File: src/rtl/codif_morse_pkg.sv
// Shared character codes and the ITU Morse lookup table for codif_morse.
// Table entries are {length[2:0], pattern[4:0]}, pattern left-aligned, 1 = dash.
package codif_morse_pkg;

  localparam int unsigned NUM_CODES = 36;

  localparam logic [5:0] DIGIT_0 = 6'd0;
  localparam logic [5:0] DIGIT_1 = 6'd1;
  localparam logic [5:0] DIGIT_2 = 6'd2;
  localparam logic [5:0] DIGIT_3 = 6'd3;
  localparam logic [5:0] DIGIT_4 = 6'd4;
  localparam logic [5:0] DIGIT_5 = 6'd5;
  localparam logic [5:0] DIGIT_6 = 6'd6;
  localparam logic [5:0] DIGIT_7 = 6'd7;
  localparam logic [5:0] DIGIT_8 = 6'd8;
  localparam logic [5:0] DIGIT_9 = 6'd9;

  localparam logic [5:0] LETTER_A = 6'd10;
  localparam logic [5:0] LETTER_B = 6'd11;
  localparam logic [5:0] LETTER_C = 6'd12;
  localparam logic [5:0] LETTER_D = 6'd13;
  localparam logic [5:0] LETTER_E = 6'd14;
  localparam logic [5:0] LETTER_F = 6'd15;
  localparam logic [5:0] LETTER_G = 6'd16;
  localparam logic [5:0] LETTER_H = 6'd17;
  localparam logic [5:0] LETTER_I = 6'd18;
  localparam logic [5:0] LETTER_J = 6'd19;
  localparam logic [5:0] LETTER_K = 6'd20;
  localparam logic [5:0] LETTER_L = 6'd21;
  localparam logic [5:0] LETTER_M = 6'd22;
  localparam logic [5:0] LETTER_N = 6'd23;
  localparam logic [5:0] LETTER_O = 6'd24;
  localparam logic [5:0] LETTER_P = 6'd25;
  localparam logic [5:0] LETTER_Q = 6'd26;
  localparam logic [5:0] LETTER_R = 6'd27;
  localparam logic [5:0] LETTER_S = 6'd28;
  localparam logic [5:0] LETTER_T = 6'd29;
  localparam logic [5:0] LETTER_U = 6'd30;
  localparam logic [5:0] LETTER_V = 6'd31;
  localparam logic [5:0] LETTER_W = 6'd32;
  localparam logic [5:0] LETTER_X = 6'd33;
  localparam logic [5:0] LETTER_Y = 6'd34;
  localparam logic [5:0] LETTER_Z = 6'd35;

  typedef struct packed {
    logic [4:0] display;
    logic [4:0] morse;
  } morse_code_t;

  localparam logic [7:0] MORSE_TABLE [0:NUM_CODES-1] = '{
    {3'd5, 5'b11111}, {3'd5, 5'b01111}, {3'd5, 5'b00111}, {3'd5, 5'b00011},
    {3'd5, 5'b00001}, {3'd5, 5'b00000}, {3'd5, 5'b10000}, {3'd5, 5'b11000},
    {3'd5, 5'b11100}, {3'd5, 5'b11110},
    {3'd2, 5'b01000}, {3'd4, 5'b10000}, {3'd4, 5'b10100}, {3'd3, 5'b10000},  // A B C D
    {3'd1, 5'b00000}, {3'd4, 5'b00100}, {3'd3, 5'b11000}, {3'd4, 5'b00000},  // E F G H
    {3'd2, 5'b00000}, {3'd4, 5'b01110}, {3'd3, 5'b10100}, {3'd4, 5'b01000},  // I J K L
    {3'd2, 5'b11000}, {3'd2, 5'b10000}, {3'd3, 5'b11100}, {3'd4, 5'b01100},  // M N O P
    {3'd4, 5'b11010}, {3'd3, 5'b01000}, {3'd3, 5'b00000}, {3'd1, 5'b10000},  // Q R S T
    {3'd3, 5'b00100}, {3'd4, 5'b00010}, {3'd3, 5'b01100}, {3'd4, 5'b10010},  // U V W X
    {3'd4, 5'b10110}, {3'd4, 5'b11000}                                        // Y Z
  };

  // Left-aligned valid mask for a code of the given length (0 gives an empty mask).
  function automatic logic [4:0] length_mask(input logic [2:0] len);
    return ~(5'b11111 >> len);
  endfunction

endpackage

File: src/rtl/codif_morse.sv
// Encodes a 6-bit character code into registered left-aligned Morse symbols and valid mask.
module codif_morse
  import codif_morse_pkg::*;
(
  input  logic       clk,
  input  logic       reset,
  input  logic [5:0] num,
  input  logic       ready,
  output logic [4:0] display,
  output logic [4:0] morse
);

  morse_code_t code_next;
  logic [4:0]  display_reg;
  logic [4:0]  morse_reg;
  logic [7:0]  entry;

  always_comb begin
    entry     = '0;
    code_next = '0;
    // Codes 36-63 have no table entry and encode as an empty symbol.
    if (num < 6'(NUM_CODES)) begin
      entry             = MORSE_TABLE[num];
      code_next.display = length_mask(entry[7:5]);
      code_next.morse   = entry[4:0] & code_next.display;
    end
  end

  always_ff @(posedge clk) begin
    if (!reset) begin
      display_reg <= '0;
      morse_reg   <= '0;
    end else if (ready) begin
      display_reg <= code_next.display;
      morse_reg   <= code_next.morse;
    end
  end

  assign display = display_reg;
  assign morse   = morse_reg;

endmodule

File: config.mk
export PLATFORM = sky130hd
export DESIGN_NAME = codif_morse
export DESIGN_NICKNAME = d
export VERILOG_FILES = /design/src/rtl/codif_morse_pkg.sv /design/src/rtl/codif_morse.sv
export SDC_FILE = /design/constraint.sdc
export NUM_CORES = 1
export LEC_CHECK = 0
export CORE_MARGIN = 2
export CORE_UTILIZATION = 45
export CTS_BUF_LIST = sky130_fd_sc_hd__clkbuf_16
export DETAILED_ROUTE_END_ITERATION = 10
export DONT_BUFFER_PORTS = 1
export GPL_ROUTABILITY_DRIVEN = 0
export GPL_TIMING_DRIVEN = 1
export SETUP_SLACK_MARGIN = 0.1
export SKIP_LAST_GASP = 1
export SLEW_MARGIN = 20
export SYNTH_ARGS = -nofsm -noshare
export SYNTH_HDL_FRONTEND = slang
export SYNTH_SLANG_ARGS = --single-unit
File: constraint.sdc
create_clock -name clk -period 2.2 [get_ports clk]
set_input_delay 0.44 -clock clk [delete_from_list [all_inputs] [get_ports clk]]
set_output_delay 0.44 -clock clk [all_outputs]
set_load 0.05 [all_outputs]
# Word level (Yosys, flattened, before mapping)
# Memory sizes are Yosys's and may differ from the RTL's.
# Cells that the tools add are included.
# word_totals
reg_bits,10
romBits,512
wordCells,12
mem_count,1
# mem_list
memory,words,width,read_ports,rd_ports_with_merged_regs,wr,line_no,source
(name not given),64,8,1,0,0,codif_morse.sv:23,entry = MORSE_TABLE[num];
# op_classes
magnitude_cmp,2
shifts,1
mux,3
bitwise_logic,3
# op_table
operator,count
$mux W8,2
$mux W10,1
$ge A7 B7 Y1 const B,1
$not A6 Y7,1
$lt A6 B6 Y1 const B,1
$and A5 B5 Y5,1
$not A5 Y5,1
$shr A5 B3 Y5 const A,1

# Logic depth before layout (Yosys ltp)
# depth
word_depth,8
depth_mapped,7
depth_no_buf,7

# Worst setup path before layout
# OpenSTA, ideal clock, no wires.
# synth_timing
path_type,input port to flip-flop
start,in num[0]
end,reg display_reg[0] (netlist: display[0])
t_arrival_ns,1.843
t_required_ns,2.083
path_slack_ns,0.240
stages,6
path_buffers,0
cell_sequence,inv_1 -> ha_1 -> mux4_2 -> o32ai_2 -> nor2_1 -> a32o_1
# synth_via
elab_chain_cells,7
word_cells_on_any_way,8
classes_between,1 x order compare; 1 x shift; 3 x mux; 2 x bitwise; 1 x memory
# synth_lines
item,line_no,source
"start, declared",codif_morse.sv:7,"input logic [5:0] num,"
$not A6 Y7 (not written as such),codif_morse.sv:23,
$mem_v2 Z64 W8,--,
$mux W8 (not written as such) (2 in a row),codif_morse.sv:23,
$shr A5 B3 Y5,codif_morse_pkg.sv:65,return ~(5'b11111 >> len);
$not A5 Y5,codif_morse_pkg.sv:65,
$mux W10 (*),codif_morse.sv:22,if (num < 6'(NUM_CODES)) begin
"end signal, assigned",codif_morse.sv:34,display_reg <= code_next.display;
"end, declared",codif_morse.sv:14,logic [4:0] display_reg;
# Mark *: on every way between the ends. The rest lies on a longest branch, timed or not. The select of a mux whose other input is x is not followed.
# A chain may end at the register's enable or synchronous reset.

# Final worst setup path
# Ends and elaborated chain as after synthesis.

==> results by stage <==
Outcome:
- The run finished with clean final reports.

Synthesis:
- The xor/xnor share of the synthesized area is 0%.
- After synthesis, the cell types taking the most area are sky130_fd_sc_hd__dfxtp_1 21%, sky130_fd_sc_hd__ha_1 9.3%, sky130_fd_sc_hd__mux4_2 4.8%.
- The commonest cells after synthesis are 10 x sky130_fd_sc_hd__dfxtp_1, 8 x sky130_fd_sc_hd__nand2_1, 7 x sky130_fd_sc_hd__ha_1, 7 x sky130_fd_sc_hd__nor2_1, 7 x sky130_fd_sc_hd__o21ai_0.
- The share of flip-flops with an asynchronous set or reset after synthesis is 0%.
- The number of distinct library cell variants in the gate-level netlist after synthesis is 48.
- The number of nets in the synthesized netlist is 127.
- The synthesis warning total is 0.
- The synthesized netlist devotes 24.1% of its cell area to simple gates.
- The mux contribution to synthesized area is 9.20%.
- The cell with the most instances after synthesis is sky130_fd_sc_hd__dfxtp_1.
- The top-area cell type share of the netlist area is 21.3%.
- The top cell type by total area after synthesis is sky130_fd_sc_hd__dfxtp_1.
- The synthesis-stage register bit count is 10.
- The average size of a mapped cell is 8.45 sq um.
- For this run, the register share of the synthesized area comes to 21.3%.
- The post-synthesis instance area is 938 sq um.
- After synthesis, the largest family of logic cells by area is compound AO/OA/AOI/OAI gates.
- Summing the areas of all fa, ha and maj instances in the mapped netlist gives 9.33% of the synthesized area.
- The synthesized netlist devotes 28.3% of its cell area to compound gates.
- Synthesis handed over a netlist of 111 instances.
- The prevailing post-synth register cell is sky130_fd_sc_hd__dfxtp_1.
- The count of flip-flops with a built-in enable after synthesis is 0.

CTS:
- The root buffer selected by CTS is sky130_fd_sc_hd__clkbuf_16.
- The clock sink count is 10.
- In this run the post-CTS setup repair buffer count came out at 0.
- The post-cts resize count is 0.
- In this run the number of H-tree levels came out at 1.
- Clock tree synthesis inserted a total of 3 buffers.
- The CTS clock-pin slew for the worst setup and hold paths is 0.04 ns.
- The clock reaches the later pin of the worst-skew pair after 0.23 ns.
- The count of hold-fix buffers inserted at cts is 0.
- The CTS tree is yes.
- The maximum count of clock buffers along a single path is 2.

Route:
- The first detailed-routing pass ran for 4 iterations.
- Summing over every cut layer, the via total after detailed routing is 813.
- The remaining antenna violation count after routing is 0.
- The average via count per standard cell is 6.02.
- For this block, the initial DRC count from the detailed router was 16.
- The remaining design rule violation count is 0.
- The aggregate routed wire length is 2.04 mm.
- In the final routed layout, each cell accounts on average for 15.1 um.

Run:
- Across the run, the number of max-cap violations was 0.

STA:
- The slack of the critical path is 0.326 ns.
- The setup clock skew after layout is 0 ns.
- At the pin with the least slew margin, the transition time is 0.520 ns.
- Measured against its own limit, the worst slew margin works out to 64.4%.
- The clock period could shrink to 1.87 ns.
- The final-report hold violation count came to 0.
- Setup repair after global routing left no endpoint under its margin.
- After layout, the worst path uses 85.2% of the clock period.
- The total negative slack is 0 ns.
- The max-slew violation count is 0.
- The achievable clock frequency is 534 MHz.
- The number of failing setup endpoints in the final timing report is 0.

Power:
- The power per unit of standard cell area is 653 nW/um^2.
- The maximum resistive drop on vdd is 0.466 mV.
- The leakage power figure is 0.000385 uW.
- The total design power is 656 uW.

Die:
- The die is 49.7 um wide.
- The row count is 16.
- The die height is 49.7 um.
- Once the floorplan was initialized, standard cells occupied 47.8% of the core.
- The total core area is 1960 sq um.
- The number of primary I/O pins is 19.
- The die covers 2470 sq um.

Setup path:
- Walking the worst path, the cells encountered are inv_1, ha_1, mux4_2, o32ai_2, nor2_1, a32o_1.
- The startpoint type of the worst setup path is an input port.
- Of all nets on the critical path, the largest fanout is 7.
- The worst setup path is captured at a flip-flop.
- The delay of the slowest cell on the worst path is 0.48 ns.
- Tracing the worst setup path back leads to its startpoint at num[0].
- Data arrives at the worst endpoint at 1.99 ns.
- The required time of the worst setup path is 2.32 ns.
- The startpoint of the worst register-to-register path is morse[0].
- The slowest library cell on the worst path is sky130_fd_sc_hd__mux4_2.
- By startpoint and endpoint, the worst setup path is classified as input port to flip-flop.

Place:
- The HPWL reported at the end of detailed placement is 1.56 mm.
- The pre-CTS setup slack is 0.0924 ns.
- Input and output buffers added on the ports amount to 0.
- In this run, placement finished with an instance count of 132.

Finish:
- The final non-filler cell total is 135.
- The number of nets in the layout is 126.
- Compared with the post-synthesis result, the final layout area differs by 7.07%.
- The repair_antennas step left the layout with diodes totalling 0.
- Cells with a size suffix above 1 make up 11.1% of the layout.
- The utilization after layout is 51.2%.

Worst hold path:
- The path class of the tightest hold or removal check is input port to flip-flop.
- The launch point of the worst hold path is reset.

Global route:
- The largest net degree at the start of global routing is 23.
- The total congestion overflow is 0.
- For this run, the total global-route usage over all layers was measured as 18.0%.
- The initial antenna violation count is 0.
- The via count of the first global-routing pass came to 719.
- The first-pass GRT wire length is 3.42 mm.
[per-stage QoR]
step,hold slack (ns),cell area [sq um]
3_5_place_dp,0.571,930
4_1_cts,0.332,1000
2_1_floorplan,0.558,938
3_3_place_gp,0.576,930
5_1_grt,0.342,1000
6_report,0.331,1000
[logic make-up (layout without fill, tap and decap cells)]
logic type / after synthesis / count (layout)
and+or+nand+nor: 40 / 40
AOI/OAI and AO/OA: 35 / 35
buffers and inverters: 13 / 10
DFF: 10 / 10
adders and majority gates: 7 / 7
muxes: 6 / 6
[where the power goes]
group	internal (uW)	switching, uW	total (uW)	leakage [uW]
Combinational	55.7	54.2	110	0.000267
Sequential	193	43.7	237	0.0000819
Clock	235	74.6	309	0.0000370
[layer usage]
layer	vias to the layer above	global-route usage [%]	share of wire, %
met1	377	24.9	46
met4	0	8.33	1.9
li1	408	-	-
met2	23	26.4	46
met3	5	3.94	5.8
met5	-	0	0
[critical path: cells and delay by family]
kind            cells  cell delay [ns]
buf+inv             1             0.08
simple gates        1             0.13
compound gates      2             0.46
fa+ha+maj           1             0.40
mux                 1             0.48
[layout make-up]
| cell class | count | area (sq um) |
|---|---|---|
| tap | 27 | 33.8 |
| timing repair buffer | 1 | 7.51 |
| inverter | 6 | 22.5 |
| clock buffer | 3 | 75.1 |
| sequential | 10 | 200 |
| fill | 215 | 957 |
| multi-input combinational | 88 | 666 |
[cell usage in the layout, fill, tap and decap left out, drive strengths merged, types with 2 or more instances in the layout]
| master | n |
|---|---|
| a32o | 3 |
| nor2 | 7 |
| and3 | 2 |
| a22o | 2 |
| nand2 | 8 |
| nand3 | 3 |
| clkbuf | 3 |
| mux4 | 2 |
| dfxtp | 10 |
| ha | 7 |
| nand2b | 6 |
| mux2i | 3 |
| a21boi | 2 |
| nor2b | 6 |
| a221oi | 2 |
| o31ai | 2 |
| o21ai | 8 |
| inv | 6 |
| a21oi | 5 |
[path summary, 6_finish.rpt]
kind,end,slack [ns],cells past startpoint
setup / recovery,display[0],0.33,6
hold / removal,display[1],0.33,1
setup reg to reg,morse[0],1.14,3
hold reg to reg,morse[4],0.69,2
No activity file was read; power rests on OpenSTA's default activity.
